File: config.mk
export PLATFORM = sky130hd
export DESIGN_NAME = clock_edge_tracker
export DESIGN_NICKNAME = d
export VERILOG_FILES = /design/src/rtl/clock_edge_tracker.sv
export SDC_FILE = /design/constraint.sdc
export NUM_CORES = 1
export LEC_CHECK = 0
export CAP_MARGIN = 20
export CORE_UTILIZATION = 60
export CTS_CLUSTER_DIAMETER = 30
export DETAILED_ROUTE_END_ITERATION = 8
export DONT_BUFFER_PORTS = 1
export PLACE_DENSITY = 0.88
export SYNTH_ARGS = -nofsm -noshare
export SYNTH_HDL_FRONTEND = slang
export SYNTH_SLANG_ARGS = --single-unit
File: constraint.sdc
create_clock -name clk_in -period 4.24 [get_ports clk_in]
set_input_delay 0.424 -clock clk_in [delete_from_list [all_inputs] [get_ports clk_in]]
set_output_delay 0.424 -clock clk_in [all_outputs]
set_load 0.05 [all_outputs]
File: src/rtl/clock_edge_tracker.sv
`default_nettype none
// ============================================================================
// Module      : clock_edge_tracker
// Description : Brings an external slow clock (codec bit/word clock or a
//               divided clock from another domain) into the clk_in domain.
//               Produces one-cycle rising/falling strobes, measures the
//               rising-to-rising period in clk_in cycles and tracks
//               lock / loss of the external clock.
// Revision    : 1.0 - initial release
// ----------------------------------------------------------------------------
// Configuration macro:
//   CLOCK_EDGE_TRACKER_DEGLITCH_EN - when defined, a run-length filter sits
//   after the synchroniser; clk_sync only follows a level that the last
//   synchroniser stage has held for DeglitchCycles consecutive cycles.
//
// Parameters:
//   SyncStages     - synchroniser depth on clk_ext (2..4)
//   PeriodWidth    - width of the elapsed counter and the period output
//   TimeoutCycles  - clk_in cycles without a rising strobe before loss
//                    (2 .. 2^PeriodWidth-1)
//   DeglitchCycles - filter length when the filter is compiled in (1..15)
//
// Ports:
//   clk_in       in   system clock
//   rst          in   asynchronous, active-high reset
//   clk_ext      in   external clock, asynchronous to clk_in
//   clk_sync     out  synchronised (optionally filtered) clk_ext
//   clk_rising   out  one-cycle strobe on a 0->1 of clk_sync
//   clk_falling  out  one-cycle strobe on a 1->0 of clk_sync
//   period       out  last measured rising-to-rising interval
//   period_valid out  one-cycle pulse when period is updated
//   locked       out  high while consecutive periods are being measured
//   timeout      out  one-cycle pulse when loss of clk_ext is declared
// ============================================================================
module clock_edge_tracker #(
  parameter int SyncStages     = 2,
  parameter int PeriodWidth    = 16,
  parameter int TimeoutCycles  = 65535,
  parameter int DeglitchCycles = 2
) (
  input  logic                   clk_in,
  input  logic                   rst,
  input  logic                   clk_ext,
  output logic                   clk_sync,
  output logic                   clk_rising,
  output logic                   clk_falling,
  output logic [PeriodWidth-1:0] period,
  output logic                   period_valid,
  output logic                   locked,
  output logic                   timeout
);

  localparam logic [PeriodWidth-1:0] c_TIMEOUT = PeriodWidth'(TimeoutCycles);
  localparam logic [PeriodWidth-1:0] c_ONE     = PeriodWidth'(1);

  // --------------------------------------------------------------------------
  // Elaboration-time parameter guards
  // --------------------------------------------------------------------------
  if (SyncStages < 2 || SyncStages > 4) begin : g_bad_sync_stages
    $error("clock_edge_tracker: SyncStages must be in 2..4");
  end
  if (TimeoutCycles < 2 || TimeoutCycles > (2 ** PeriodWidth) - 1) begin : g_bad_timeout
    $error("clock_edge_tracker: TimeoutCycles out of range for PeriodWidth");
  end
  if (DeglitchCycles < 1 || DeglitchCycles > 15) begin : g_bad_deglitch
    $error("clock_edge_tracker: DeglitchCycles must be in 1..15");
  end

  // --------------------------------------------------------------------------
  // Synchroniser chain: bit 0 samples clk_ext, the top bit is the safe copy.
  // --------------------------------------------------------------------------
  logic [SyncStages-1:0] sync_q;
  logic                  sync_last;

  always_ff @(posedge clk_in or posedge rst) begin
    if (rst) begin
      sync_q <= '0;
    end else begin
      sync_q <= {sync_q[SyncStages-2:0], clk_ext};
    end
  end

  assign sync_last = sync_q[SyncStages-1];

  // --------------------------------------------------------------------------
  // Optional run-length deglitch filter
  // --------------------------------------------------------------------------
  logic sync_level;

`ifdef CLOCK_EDGE_TRACKER_DEGLITCH_EN
  logic       filt_q;
  logic [3:0] run_q;

  // run_q counts consecutive cycles the synchroniser output has disagreed
  // with the filtered level; the level flips on the DeglitchCycles-th one.
  // Any return to the current level before that discards the run.
  always_ff @(posedge clk_in or posedge rst) begin
    if (rst) begin
      filt_q <= 1'b0;
      run_q  <= 4'd0;
    end else if (sync_last == filt_q) begin
      run_q <= 4'd0;
    end else if (run_q == 4'(DeglitchCycles - 1)) begin
      filt_q <= sync_last;
      run_q  <= 4'd0;
    end else begin
      run_q <= run_q + 4'd1;
    end
  end

  assign sync_level = filt_q;
`else
  assign sync_level = sync_last;
`endif

  // --------------------------------------------------------------------------
  // Edge strobes: combinational from two registers, so they are one cycle
  // wide and can never be high together.
  // --------------------------------------------------------------------------
  logic clk_sync_dly_q;

  always_ff @(posedge clk_in or posedge rst) begin
    if (rst) begin
      clk_sync_dly_q <= 1'b0;
    end else begin
      clk_sync_dly_q <= sync_level;
    end
  end

  assign clk_sync    = sync_level;
  assign clk_rising  =  sync_level & ~clk_sync_dly_q;
  assign clk_falling = ~sync_level &  clk_sync_dly_q;

  // --------------------------------------------------------------------------
  // Elapsed counter: restarts at 1 after each rising strobe, so during the
  // next strobe cycle it already holds the rising-to-rising distance.
  // --------------------------------------------------------------------------
  logic [PeriodWidth-1:0] elapsed_q;
  logic [PeriodWidth-1:0] elapsed_d;

  always_comb begin
    elapsed_d = elapsed_q;
    if (clk_rising) begin
      elapsed_d = c_ONE;
    end else if (elapsed_q != c_TIMEOUT) begin
      elapsed_d = elapsed_q + c_ONE;
    end
  end

  always_ff @(posedge clk_in or posedge rst) begin
    if (rst) begin
      elapsed_q <= '0;
    end else begin
      elapsed_q <= elapsed_d;
    end
  end

  // --------------------------------------------------------------------------
  // Lock FSM with registered outputs. A strobe coinciding with a saturated
  // counter is treated as a valid period, not a loss.
  // --------------------------------------------------------------------------
  typedef enum logic [1:0] {
    ST_UNLOCKED  = 2'd0,
    ST_MEASURING = 2'd1,
    ST_LOCKED    = 2'd2
  } state_t;

  state_t                 state_q;
  logic [PeriodWidth-1:0] period_q;
  logic                   period_valid_q;
  logic                   locked_q;
  logic                   timeout_q;

  always_ff @(posedge clk_in or posedge rst) begin
    if (rst) begin
      state_q        <= ST_UNLOCKED;
      period_q       <= '0;
      period_valid_q <= 1'b0;
      locked_q       <= 1'b0;
      timeout_q      <= 1'b0;
    end else begin
      period_valid_q <= 1'b0;
      timeout_q      <= 1'b0;
      case (state_q)
        ST_UNLOCKED: begin
          if (clk_rising) begin
            state_q <= ST_MEASURING;
          end
        end
        ST_MEASURING, ST_LOCKED: begin
          if (clk_rising) begin
            state_q        <= ST_LOCKED;
            locked_q       <= 1'b1;
            period_q       <= elapsed_q;
            period_valid_q <= 1'b1;
          end else if (elapsed_q == c_TIMEOUT) begin
            state_q   <= ST_UNLOCKED;
            locked_q  <= 1'b0;
            timeout_q <= 1'b1;
          end
        end
        default: begin
          state_q  <= ST_UNLOCKED;
          locked_q <= 1'b0;
        end
      endcase
    end
  end

  assign period       = period_q;
  assign period_valid = period_valid_q;
  assign locked       = locked_q;
  assign timeout      = timeout_q;

endmodule
`default_nettype wire

==> impl_metrics.ini <==
[placed_design]
port-buffer-count = 0
dp_cells = 182
gp_congestion = 0.8559
hpwl_mm = 2.217
placed_area_mm2 = 0.001804

[yosys]
synth_flop_cell = dfrtp_1
ys_seq_area_share_pct = 55.71
synth.top_cells.by_count = dfrtp_1, nand2_1, mux2_2
syn_area_per_cell_um2 = 11.44
ys_seq_elements = 40
synth_area_leaders = dfrtp_1, mux2_2, nand2_1
syn_nets = 163
yosysWarnings = 0
yosys.area.top_type = dfrtp_1
yosysMostFrequentCell = dfrtp_1
yosysTopAreaCellShare_pct = 55.71
netlist_instances = 157
synth_edf_count = 0
async_flop_share_pct = 100.0
synth_area_mm2 = 0.001797
yosysUniqueCellTypes = 37

[global_routing]
grt_pass1_vias = 1225
grt_pass1_wl_mm = 5.520
overflow = 0
antenna_found_initial = 0
grt_max_degree = 23
grt_util_all_layers_pct = 23.51

[status]
violations = DRC
status = finished, violations left

[detailed_routing]
dr.pass1.iters = 6
drt_iter0_drc = 36
ant_nets = 0
vias_per_cell = 6.500
wirelength_mm = 3.100
vias = 1235
drc = 5
wl_per_cell_um = 16.32

[floorplan]
ios = 25
rows = 19
dieHeight_um = 56.72
die_w_um = 56.72
coreArea_mm2 = 0.002805
initial_core_util_pct = 64.05
dieArea_mm2 = 0.003217

[pwr]
power.density_mw_per_mm2 = 536.2
pwr-share-seq_pct = 57.8
clkPwrFrac_pct = 23.7
peakVddDrop_mv = 0.3544
netSwitchingFraction_pct = 36.70
comb_power_share_pct = 18.6
internal_power_w = 0.0006383
p_switching_w = 0.0003700
p_leak_nw = 0.8658

[timing]
setup_violations = 0
finClkSkew_ns = 0.01449
worstMarginPinSlew_ns = 0.9374
setup-tns-final_ns = 0
fin_crit_sh_pct = 70.65
finalHoldViolations = 0
rsz0062_at_grt = false
slew_headroom_pct = 37.38
period_needed_ns = 2.996
maxSlewViolCount = 0
clock.fmax_mhz = 333.8

[finish]
drive_above_1_share_pct = 16.98
area_growth_pct = 4.666
finalNetCount = 164
fillers = 213
fin_area_mm2 = 0.001881
antenna_cells = 0
layout.cells.non_filler = 190

[worst_setup_path]
crit_required_ns = 4.47
reg2reg_to = period[9]
r2r_start = sync_q[1]
r2r_cells = 4
cp_max_fo = 22
critPathKind = reg2reg
cp-start-kind = register
cp_data_arrival_time_ns = 3.22
r2r_slack_ns = 1.24
cp-end-kind = register

[clocking]
root_buffer = clkbuf_4
cts.sinks = 40
clkTransAtPathRegs_ns = 0.11
postCtsSetupBuffers = 0
clockBufferDepth = 2
ctsHoldBuffers = 0
numCtsBuffers = 5
post_cts_resized = 0
htreeDepth = 2
clk_latency_ns = 0.35
cts_tree = yes

[min_path]
hp-class = in2async

[job]
drv_cap = 0
worst max path at each step:
stage | from | endpoint
3_5_place_dp | sync_q[1] | period[4]
5_1_grt | sync_q[1] | period[9]
4_1_cts | sync_q[1] | period[9]
2_1_floorplan | sync_q[1] | clk_rising
6_report | sync_q[1] | period[9]
3_3_place_gp | sync_q[1] | period[1]
critical path, stage by stage (launching register included):
cell and delay [ns]:
dfrtp_1 0.68, nand2b_1 0.32, inv_1 0.69, nand2_1 0.70, mux2_2 0.48
sequential cells by signal, summed over array words and instances, names as in the netlist:
name and flops:
elapsed_q 16, period 16, state_q 2, sync_q 2
clk_sync_dly_q 1, locked 1, period_valid 1, timeout 1
stage by stage:
stage / worst slack [ns] / util, % / total power (W) / hold slack (ns)
2_1_floorplan: 2.150 / - / 0.0007413 / 0.3312
3_3_place_gp: 1.336 / 64.32 / 0.0007634 / 0.3445
3_5_place_dp: 1.244 / 64.32 / 0.0007782 / 0.3386
4_1_cts: 1.208 / 67.04 / 0.001017 / 0.05145
5_1_grt: 0.9817 / 67.04 / 0.001066 / 0.04799
6_report: 1.244 / 67.04 / 0.001008 / 0.04591
cells by family (layout without fill, tap and decap cells):
family | Yosys count | after routing | share of synthesized area [%]
simple gates | 49 | 49 | 16.30
flops | 40 | 40 | 55.71
compound gates | 33 | 33 | 12.26
buf+inv | 16 | 18 | 4.039
mux | 13 | 13 | 8.148
fa+ha+maj | 3 | 3 | 2.089
xor+xnor | 3 | 3 | 1.463
cells in the final DEF, fill, tap and decap left out:
cell       count
dfrtp_1       40
nand2_1       15
mux2_2        13
inv_1          9
o21ai_0        8
a21oi_1        7
and4_1         5
clkbuf_4       5
nand3_1        4
nor3_1         4
a31oi_1        4
nand4_1        4
nor2_1         4
or4_1          3
xnor2_1        3
ha_1           3
a211oi_1       2
o211ai_1       2
o31ai_1        2
or3_1          2
a31o_2         2
nand4_2        1
nand4_4        1
nand2b_1       1
a21oi_4        1
nor4_2         1
and2_1         1
o22ai_1        1
or2_1          1
a2111oi_0      1
o21a_1         1
o211a_1        1
nor2b_1        1
and3_1         1
o221ai_1       1
clkinv_2       1
bufinv_16      1
clkbuf_1       1
buf_4          1
power groups by stage:
stage | clock [W] | combinational, W | sequential [W]
2_1_floorplan | 0 | 0.000173 | 0.000569
3_3_place_gp | 0 | 0.000176 | 0.000588
3_5_place_dp | 0 | 0.000187 | 0.000591
4_1_cts | 0.000246 | 0.000189 | 0.000582
5_1_grt | 0.000266 | 0.000209 | 0.000592
6_report | 0.000239 | 0.000187 | 0.000582
per-layer routing:
metal / track usage (%) / routed length [µm] / up-vias
met3: 10.83 / 229 / 9
met1: 27.69 / 1319 / 606
li1: - / - / 579
met4: 12.50 / 72 / 0
met5: 0 / 0 / -
met2: 35.71 / 1478 / 41
layout make-up:
cell class | instances | area (µm²) | area share (%)
clock inverter | 2 | 35.03 | 1.863
timing repair buffer | 1 | 7.507 | 0.3992
multi-input combinational | 101 | 723.2 | 38.46
sequential | 40 | 1001 | 53.23
inverter | 9 | 33.78 | 1.796
tap | 31 | 38.79 | 2.063
clock buffer | 6 | 41.29 | 2.196
Note: power is estimated with default switching activity, not from simulation.
